[config.mk]
export PLATFORM = sky130hd
export DESIGN_NAME = hdlc_tx_framer
export DESIGN_NICKNAME = d
export VERILOG_FILES = /design/src/rtl/hdlc_pkg.sv /design/src/rtl/hdlc_tx_fcs.sv /design/src/rtl/hdlc_tx_framer.sv
export SDC_FILE = /design/constraint.sdc
export NUM_CORES = 1
export LEC_CHECK = 0
export CORE_ASPECT_RATIO = 2
export CORE_MARGIN = 10
export CORE_UTILIZATION = 40
export CTS_CLUSTER_SIZE = 14
export DETAILED_ROUTE_END_ITERATION = 8
export PLACE_DENSITY_LB_ADDON = 0.25
export SLEW_MARGIN = 0
export SYNTH_ARGS = -nofsm -noshare
export SYNTH_HDL_FRONTEND = slang
export SYNTH_SLANG_ARGS = --single-unit
[constraint.sdc]
create_clock -name Clk -period 3 [get_ports Clk]
set_input_delay 0.6 -clock Clk [delete_from_list [all_inputs] [get_ports Clk]]
set_output_delay 0.6 -clock Clk [all_outputs]
set_load 0.02 [all_outputs]
[src/rtl/hdlc_pkg.sv]
// Shared HDLC types and constants: FSM state encoding, flag/abort octets, CRC-16 polynomial and step.
package hdlc_pkg;

    typedef enum logic [2:0] {
        TX_IDLE       = 3'd0,
        TX_OPEN_FLAG  = 3'd1,
        TX_DATA       = 3'd2,
        TX_FCS        = 3'd3,
        TX_CLOSE_FLAG = 3'd4,
        TX_ABORT      = 3'd5
    } tx_state_e;

    localparam logic [7:0]  HDLC_FLAG  = 8'h7E;
    localparam logic [7:0]  HDLC_ABORT = 8'hFE;
    localparam logic [15:0] FCS_POLY   = 16'h8005;
    localparam logic [15:0] FCS_INIT   = 16'h0000;

    // One serial CRC step, MSB-out shift register, data bit folded into the feedback.
    function automatic logic [15:0] fcs_step(input logic [15:0] crc, input logic b);
        fcs_step = {crc[14:0], 1'b0} ^ (((crc[15] ^ b) == 1'b1) ? FCS_POLY : 16'h0000);
    endfunction

endpackage

[src/rtl/hdlc_tx_fcs.sv]
// Serial CRC-16 (x^16+x^15+x^2+1) accumulator for the transmit framer; only used when HDLC_TX_FCS_EN is defined.
module hdlc_tx_fcs
    import hdlc_pkg::*;
(
    input  logic        Clk,
    input  logic        Rst,
    input  logic        clear,
    input  logic        bit_en,
    input  logic        bit_in,
    output logic [15:0] crc
);

    logic [15:0] r_crc;

    always_ff @(posedge Clk or posedge Rst) begin
        if (Rst) begin
            r_crc <= FCS_INIT;
        end else if (clear) begin
            r_crc <= FCS_INIT;
        end else if (bit_en) begin
            r_crc <= fcs_step(r_crc, bit_in);
        end
    end

    assign crc = r_crc;

endmodule

[src/rtl/hdlc_tx_framer.sv]
// HDLC transmit framer: flags, zero-stuffed payload, optional FCS (macro HDLC_TX_FCS_EN), abort pattern.
//  state      | meaning
//  IDLE       | line held at 1, waiting for Tx_Start
//  OPEN_FLAG  | sending N_OPEN opening flags
//  DATA       | sending payload bytes LSB first with zero insertion
//  FCS        | sending 16 CRC bits MSB first with zero insertion
//  CLOSE_FLAG | sending closing flag, Tx_Done follows
//  ABORT      | sending 8 abort bits, then IDLE
module hdlc_tx_framer
    import hdlc_pkg::*;
#(
    parameter int MAX_BYTES = 128,
    parameter int N_OPEN    = 1
) (
    input  logic       Clk,
    input  logic       Rst,
    input  logic       Tx_Start,
    input  logic       Tx_AbortFrame,
    input  logic [7:0] Tx_DataIn,
    input  logic       Tx_DataValid,
    input  logic       Tx_DataLast,
    output logic       Tx_DataReady,
    output logic       Tx,
    output logic       Tx_ValidFrame,
    output logic       Tx_Done,
    output logic       Tx_AbortedTrans,
    output logic       Tx_Underrun,
    output logic [7:0] Tx_FrameSize
);

    tx_state_e   r_state;
    logic        r_tx;
    logic [15:0] r_sreg;
    logic [3:0]  r_bcnt;
    logic [2:0]  r_ones;
    logic [1:0]  r_flag_cnt;
    logic        r_last;
    logic        r_abort_pend;
    logic        r_valid;
    logic        r_done;
    logic        r_aborted;
    logic        r_underrun;
    logic [7:0]  r_size;

    logic w_stuff;
    logic w_req;
    logic w_full;
    logic w_ready;
    logic w_accept;

    // r_bcnt counts bits still to send after the one on Tx; r_ones counts the 1s ending at it.
    assign w_stuff  = ((r_state == TX_DATA) || (r_state == TX_FCS)) && (r_ones == 3'd5);
    assign w_req    = (r_bcnt == 4'd0) && !w_stuff &&
                      (((r_state == TX_OPEN_FLAG) && (r_flag_cnt == 2'd0)) ||
                       ((r_state == TX_DATA) && !r_last));
    assign w_full   = (r_size == 8'(MAX_BYTES));
    assign w_ready  = w_req && !r_abort_pend && !w_full;
    assign w_accept = w_ready && Tx_DataValid;

`ifdef HDLC_TX_FCS_EN
    logic [15:0] w_crc;
    logic [15:0] w_crc_rev;
    logic        w_fcs_clr;
    logic        w_fcs_en;
    logic        w_fcs_bit;

    assign w_fcs_clr = (r_state == TX_IDLE) && Tx_Start;
    assign w_fcs_en  = w_accept ||
                       ((r_state == TX_DATA) && !r_abort_pend && !w_stuff && (r_bcnt != 4'd0));
    assign w_fcs_bit = w_accept ? Tx_DataIn[0] : r_sreg[0];
    // Bit-reversed so the common LSB-first shifter emits the register MSB first.
    assign w_crc_rev = {<<{w_crc}};

    hdlc_tx_fcs u_fcs (
        .Clk    (Clk),
        .Rst    (Rst),
        .clear  (w_fcs_clr),
        .bit_en (w_fcs_en),
        .bit_in (w_fcs_bit),
        .crc    (w_crc)
    );
`endif

    always_ff @(posedge Clk or posedge Rst) begin
        if (Rst) begin
            r_state      <= TX_IDLE;
            r_tx         <= 1'b1;
            r_sreg       <= '0;
            r_bcnt       <= '0;
            r_ones       <= '0;
            r_flag_cnt   <= '0;
            r_last       <= 1'b0;
            r_abort_pend <= 1'b0;
            r_valid      <= 1'b0;
            r_done       <= 1'b0;
            r_aborted    <= 1'b0;
            r_underrun   <= 1'b0;
            r_size       <= '0;
        end else begin
            r_done       <= 1'b0;
            r_aborted    <= 1'b0;
            r_underrun   <= 1'b0;
            r_abort_pend <= r_abort_pend | (Tx_AbortFrame & r_valid);
            case (r_state)
                TX_IDLE: begin
                    r_tx         <= 1'b1;
                    r_abort_pend <= 1'b0;
                    if (Tx_Start) begin
                        r_state    <= TX_OPEN_FLAG;
                        r_tx       <= HDLC_FLAG[0];
                        r_sreg     <= {9'h000, HDLC_FLAG[7:1]};
                        r_bcnt     <= 4'd7;
                        r_flag_cnt <= 2'(N_OPEN - 1);
                        r_ones     <= '0;
                        r_last     <= 1'b0;
                        r_size     <= '0;
                        r_valid    <= 1'b1;
                    end
                end
                TX_ABORT: begin
                    r_abort_pend <= 1'b0;
                    if (r_bcnt != 4'd0) begin
                        r_tx   <= r_sreg[0];
                        r_sreg <= r_sreg >> 1;
                        r_bcnt <= r_bcnt - 4'd1;
                    end else begin
                        r_state <= TX_IDLE;
                        r_tx    <= 1'b1;
                    end
                end
                default: begin
                    if (r_abort_pend || (w_req && !w_accept)) begin
                        r_state      <= TX_ABORT;
                        r_tx         <= HDLC_ABORT[0];
                        r_sreg       <= {9'h000, HDLC_ABORT[7:1]};
                        r_bcnt       <= 4'd7;
                        r_ones       <= '0;
                        r_valid      <= 1'b0;
                        r_aborted    <= 1'b1;
                        r_abort_pend <= 1'b0;
                        r_underrun   <= !r_abort_pend && !Tx_DataValid;
                    end else if (w_stuff) begin
                        r_tx   <= 1'b0;
                        r_ones <= '0;
                    end else if (r_bcnt != 4'd0) begin
                        r_tx   <= r_sreg[0];
                        r_sreg <= r_sreg >> 1;
                        r_bcnt <= r_bcnt - 4'd1;
                        r_ones <= (((r_state == TX_DATA) || (r_state == TX_FCS)) && r_sreg[0]) ?
                                  r_ones + 3'd1 : 3'd0;
                    end else if (w_accept) begin
                        r_state <= TX_DATA;
                        r_tx    <= Tx_DataIn[0];
                        r_sreg  <= {9'h000, Tx_DataIn[7:1]};
                        r_bcnt  <= 4'd7;
                        r_ones  <= Tx_DataIn[0] ? r_ones + 3'd1 : 3'd0;
                        r_last  <= Tx_DataLast;
                        r_size  <= r_size + 8'd1;
                    end else if ((r_state == TX_OPEN_FLAG) && (r_flag_cnt != 2'd0)) begin
                        r_tx       <= HDLC_FLAG[0];
                        r_sreg     <= {9'h000, HDLC_FLAG[7:1]};
                        r_bcnt     <= 4'd7;
                        r_flag_cnt <= r_flag_cnt - 2'd1;
`ifdef HDLC_TX_FCS_EN
                    end else if (r_state == TX_DATA) begin
                        r_state <= TX_FCS;
                        r_tx    <= w_crc[15];
                        r_sreg  <= w_crc_rev >> 1;
                        r_bcnt  <= 4'd15;
                        r_ones  <= w_crc[15] ? r_ones + 3'd1 : 3'd0;
`endif
                    end else if (r_state == TX_CLOSE_FLAG) begin
                        r_state      <= TX_IDLE;
                        r_tx         <= 1'b1;
                        r_valid      <= 1'b0;
                        r_done       <= 1'b1;
                        r_abort_pend <= 1'b0;
                    end else begin
                        r_state <= TX_CLOSE_FLAG;
                        r_tx    <= HDLC_FLAG[0];
                        r_sreg  <= {9'h000, HDLC_FLAG[7:1]};
                        r_bcnt  <= 4'd7;
                        r_ones  <= '0;
                    end
                end
            endcase
        end
    end

    assign Tx              = r_tx;
    assign Tx_DataReady    = w_ready;
    assign Tx_ValidFrame   = r_valid;
    assign Tx_Done         = r_done;
    assign Tx_AbortedTrans = r_aborted;
    assign Tx_Underrun     = r_underrun;
    assign Tx_FrameSize    = r_size;

endmodule

## Word-level counts from Yosys, hierarchy flattened

Index checks and enable logic that the tools add are counted.

| cells by class | value |
|---|---|
| mux-type cells | 89 |
| bitwise gates (word level) | 3 |
| add/sub/neg operators | 4 |
| eq/ne operators | 23 |
| reductions and logical operators | 36 |

Operators with widths:

| cell | count |
|---|---|
| 2-to-1 mux 16 bit | 8 |
| 2-to-1 mux 3 bit | 17 |
| 2-to-1 mux 8 bit | 5 |
| 2-to-1 mux 1 bit | 36 |
| 2-to-1 mux 4 bit | 8 |
| one-hot mux 16 bit (2 select lines) | 1 |
| inequality test 6 x 5 -> 1 bit (second input constant) | 3 |
| one-hot mux 8 bit (2 select lines) | 1 |
| AND reduction 7 bit | 2 |
| logical AND 1 bit | 12 |
| 2-to-1 mux 2 bit | 6 |
| one-hot mux 3 bit (2 select lines) | 2 |
| == test 3 bit (second input constant) | 3 |
| inequality test 3 x 1 -> 1 bit (second input constant) | 3 |
| adder 8 x 1 -> 8 bit (second input constant) | 1 |
| == test 8 bit (second input constant) | 1 |
| inequality test 2 x 1 -> 1 bit (second input constant) | 4 |
| one-hot mux 4 bit (2 select lines) | 1 |
| AND reduction 4 bit | 2 |
| == test 3 x 2 -> 1 bit (second input constant) | 2 |
| logical NOT 1 bit | 6 |
| inequality test 2 bit (second input constant) | 3 |
| one-hot mux 1 bit (2 select lines) | 3 |
| AND reduction 6 bit | 1 |
| 20 further kinds | 24 |

| storage, ports and cells | value |
|---|---|
| register bits after elaboration | 43 |
| output and inout port bits | 14 |

## Logic depth before layout (Yosys ltp)

| depth | value |
|---|---|
| depth after elaboration | 14 |
| mapped depth | 8 |

## Worst setup path after synthesis

No wires, ideal clock.

| timing path | value |
|---|---|
| path kind | reg-to-reg |
| start point | reg r_bcnt[0] |
| end point | reg r_sreg[3] |
| setup slack | 0.724 ns |
| arrival time | 2.136 ns |
| stages on the path, launching flop included | 9 |
| required time | 2.861 ns |
| buffers on the path | 1 |
| path through | dfrtp_1 inv_1 ha_1 or3b_1 a211o_1 or3_1 buf_2 o221ai_1 a31oi_1 |

| between the ends | value |
|---|---|
| cells in the longest elaborated chain, start to end | 11 |

RTL lines:

| what | line | source |
|---|---|---|
| start, declared | hdlc_tx_framer.sv:34 | `logic [3:0] r_bcnt;` |
| start signal, assigned | hdlc_tx_framer.sv:125 | `r_bcnt <= r_bcnt - 4'd1;` |
| start signal, assigned | hdlc_tx_framer.sv:148 | `r_bcnt <= r_bcnt - 4'd1;` |
| logical NOT 4 bit | hdlc_tx_framer.sv:53 | `assign w_req = (r_bcnt == 4'd0) && !w_stuff &&` |
| logical AND 1 bit (2 in a row) | hdlc_tx_framer.sv:53 |  |
| logical AND 1 bit (2 in a row) | hdlc_tx_framer.sv:57 | `assign w_ready = w_req && !r_abort_pend && !w_full;` |
| logical AND 1 bit | hdlc_tx_framer.sv:58 | `assign w_accept = w_ready && Tx_DataValid;` |
| 2-to-1 mux 16 bit or logical NOT 1 bit (tied branches) | hdlc_tx_framer.sv:151, hdlc_tx_framer.sv:132 |  |
| 2-to-1 mux 16 bit or logical AND 1 bit (tied branches) | hdlc_tx_framer.sv:145, hdlc_tx_framer.sv:132 |  |
| 2-to-1 mux 16 bit or logical OR 1 bit (tied branches) | hdlc_tx_framer.sv:142, hdlc_tx_framer.sv:132 |  |
| 2-to-1 mux 16 bit, or another cell as far along | hdlc_tx_framer.sv:132 | `if (r_abort_pend \|\| (w_req && !w_accept)) begin` |
| one-hot mux 16 bit (2 select lines) or AND reduction 4 bit (tied branches) | -- |  |
| end signal, assigned | hdlc_tx_framer.sv:111 | `r_sreg <= {9'h000, HDLC_FLAG[7:1]};` |
| end signal, assigned | hdlc_tx_framer.sv:135 | `r_sreg <= {9'h000, HDLC_ABORT[7:1]};` |
| end signal, assigned | hdlc_tx_framer.sv:147 | `r_sreg <= r_sreg >> 1;` |
| end, declared | hdlc_tx_framer.sv:33 | `logic [15:0] r_sreg;` |

Parallel ways exist; a longest one is shown, timed or not. The select of a mux whose other input is x is not followed.
A chain may end at the register's enable or synchronous reset.

## Worst setup path in the final report

| timing path | value |
|---|---|
| start point | reg r_bcnt[0] |
| end point | out Tx_DataReady |

| between the ends | value |
|---|---|
| cells in the longest elaborated chain, start to end | 5 |

RTL lines:

| what | line | source |
|---|---|---|
| logical NOT 4 bit | hdlc_tx_framer.sv:53 |  |
| logical AND 1 bit (2 in a row) | hdlc_tx_framer.sv:53 |  |
| logical AND 1 bit (2 in a row) | hdlc_tx_framer.sv:57 |  |
| end, declared | hdlc_tx_framer.sv:22 | `output logic Tx_DataReady,` |

No other way between the ends.

==> metrics.yaml <==
cells_and_area:
  nets: 282
  diodes: 0
  finalNonFillerCells: 320
  stdcell_area_mm2: 0.00251
  area_delta_synth_final_pct: 19.9
  layout-drive-gt1-share_pct: 8.78
clock_tree:
  cts_inserted_buffers: 5
  cts.path.max_buffers: 2
  cts_root_buf: "clkbuf_8"
  cts_hold_buffers: 0
  clock-sinks: 34
  clk_latency_ns: 0.29
  cts_tree: "built"
  clk_pin_slew_ns: 0.07
  h-tree-depth: 2
drt:
  drtAntennaViolNets: 0
  wl_met1_um: 2120
  drc_errors: 0
  vias: 1918
  maxUsedRoutingLayer: "met4"
  drtIter0Drc: 92
  wl_met2_um: 3150
  route.met3.wl_um: 290
  post_drt_via_cell_ratio: 5.99
  dr.pass1.iters: 4
  totalWireLength_um: 5860
  wl_per_cell_um: 18.3
hold_path:
  min_path_type: "reg -> reg"
worst_setup_path:
  path_buf_inv: 2
  reg2reg_slack_ns: 0.40
  critPathTopFamily: "simple AND/OR/NAND/NOR gates"
  required_ns: 2.40
  cp_cell_sequence: "inv_1 > ha_1 > or3b_1 > a211oi_4 > nand2_1 > nor2_1 > dlygate4sd2_1"
  startpoint: "r_bcnt[0]$_DFFE_PP0P_"
  worst-setup-path-type: "reg -> out"
  r2r-end: "Tx_ValidFrame$_DFFE_PP0P_"
  cpPeakStageDelay_ns: 0.46
  cp_max_fo: 5
  crit_end: "Tx_DataReady"
  r2r-start: "r_bcnt[0]$_DFFE_PP0P_"
  critical-path-slowest-cell: "or3b_1"
  critPathLaunchType: "flip-flop"
  cp-end-kind: "primary output"
  worstPathArrival_ns: 2.26
  cp_num_cells: 7
  rr_worst_depth: 7
timing:
  finalCritPeriodShare_pct: 95.4
  slew_viol_final: 0
  finalSetupViolations: 0
  rsz0062_at_grt: "false"
  finalClockSkew_ns: 0.00742
  relSlewSlack_pct: 38.9
  tns_ns: 0
  hold_viol: 0
  worstMarginPinSlew_ns: 0.912
  clock.fmax_mhz: 349
  period_needed_ns: 2.86
synth:
  synth_common_cells: "dfrtp_1, nor2_1, inv_1"
  synth-edff-count: 0
  ys_seq_elements: 34
  yosysTopAreaCellShare_pct: 39.4
  synthesis.nets: 254
  async_flop_share_pct: 100
  synth_top_area_cell: "dfrtp_1"
  synthFlopType: "dfrtp_1"
  synth_area_mm2: 0.00210
  synth_area_leaders: "dfrtp_1, ha_1, nor2_1, a21oi_1, inv_1"
  synth-seq-area-share_pct: 40.7
  yosysWarnings: 0
  synth.most_common_cell: "dfrtp_1"
  syn_inst: 233
  post_synth_num_cell_types: 55
  syn_area_per_cell_um2: 8.99
pwr:
  vdd_drop_max_v: 0.000510
  powerDensity_mw_per_mm2: 769
  p_leak_nw: 1.05
global_route:
  grt_max_degree: 35
  grt_overflow: 0
  gr-usage-all-layers_pct: 13.8
  grt_pass1_wl_um: 9830
  grt_antenna_before_repair: 0
  grt_pass1_vias: 1998
floorplan:
  dieArea_mm2: 0.00871
  initial_core_util_pct: 40.8
  die_x_um: 71.2
  fp.dieH_um: 122
  rows: 37
  core_mm2: 0.00514
  num_io_pins: 28
placement:
  post_dp_cell_area_mm2: 0.00242
  dp_hpwl_um: 4510
  place.port_buffers: 27
  place_congestion: 0.894
  dp_cells: 312
flow_run:
  drv_cap: 0
outcome:
  outcome: "finished clean"
==> final cells by class <==
| cell class | instances | area, µm² |
|---|---|---|
| Inverter | 16 | 60.1 |
| Timing Repair Buffer | 35 | 329 |
| Clock buffer | 8 | 90.1 |
| Fill cell | 507 | 2630 |
| Multi-Input combinational cell | 169 | 1110 |
| Sequential cell | 34 | 852 |
| Tap cell | 58 | 72.6 |
==> per-layer routing <==
metal	track usage, %	up-vias
met3	2.99	23
met2	24.7	55
li1	-	930
met4	9.61	0
met1	13.6	910
met5	0	-
==> sequential cells by signal, summed over array words and instances, names as in the netlist <==
register / flops
r_sreg: 7
r_state: 3
Tx_ValidFrame: 1
Tx_AbortedTrans: 1
r_last: 1
Tx_Underrun: 1
r_bcnt: 4
r_abort_pend: 1
r_ones: 3
Tx_Done: 1
Tx_FrameSize: 8
Tx: 1
r_flag_cnt: 2
==> timing repair <==
action / in CTS / in global routing
gates resized for setup: 1 / 0
setup buffers: 0 / 0
setup endpoints to repair: 1 / 0
==> worst min-delay path: cells and delay by family (launching register included) <==
family	cells	cell delay, ns
DFF	1	0.35
and+or+nand+nor	1	0.05
AOI/OAI and AO/OA	1	0.06
==> placed cells by master (no fill, tap or decap), types with 8 or more instances in the layout <==
master / synthesis / layout
nor2_1: 19 / 19
inv_1: 16 / 16
buf_4: 1 / 8
clkdlybuf4s50_1: 0 / 26
a21oi_1: 14 / 14
nand2_1: 13 / 13
dfrtp_1: 33 / 33
o21ai_1: 9 / 9
a31oi_1: 8 / 8
o31ai_1: 8 / 8
==> kinds of logic after synthesis <==
| family | after synthesis | synth area share [%] |
|---|---|---|
| muxes | 1 | 0.478 |
| DFF | 34 | 40.7 |
| AOI/OAI and AO/OA | 84 | 28.3 |
| adders and majority gates | 7 | 4.18 |
| and+or+nand+nor | 77 | 20.0 |
| buffers and inverters | 30 | 6.39 |
==> power by group <==
| part | internal, W | switching [W] |
|---|---|---|
| registers | 0.000563 | 0.0000821 |
| logic | 0.000354 | 0.000578 |
| clock network | 0.000187 | 0.000169 |
| total | 0.00110 | 0.000829 |
==> through the flow <==
| step | hold slack [ns] | power [W] | utilization (%) | worst slack, ns |
|---|---|---|---|---|
| after detailed placement | 0.477 | 0.00158 | 47.2 | 0.186 |
| after floorplan | 0.450 | 0.00133 | - | 0.724 |
| after global routing | 0.514 | 0.00207 | 48.9 | 0.000331 |
| after CTS | 0.494 | 0.00193 | 48.9 | 0.137 |
| after global placement | 0.475 | 0.00157 | 47.2 | 0.245 |
| final | 0.496 | 0.00193 | 48.9 | 0.137 |
==> worst min-delay path by stage <==
stage	depth (start not counted)	slack, ns	startpoint	to
after floorplan	1	0.45	r_flag_cnt[0]$_DFFE_PP0P_	r_flag_cnt[0]$_DFFE_PP0P_
after global placement	2	0.48	r_sreg[1]$_DFFE_PP0P_	r_sreg[1]$_DFFE_PP0P_
after detailed placement	2	0.48	r_sreg[1]$_DFFE_PP0P_	r_sreg[1]$_DFFE_PP0P_
after CTS	2	0.49	r_sreg[1]$_DFFE_PP0P_	r_sreg[1]$_DFFE_PP0P_
after global routing	2	0.51	r_sreg[1]$_DFFE_PP0P_	r_sreg[1]$_DFFE_PP0P_
final	2	0.50	r_sreg[2]$_DFFE_PP0P_	r_sreg[2]$_DFFE_PP0P_
No activity file was read; power rests on OpenSTA's default activity.
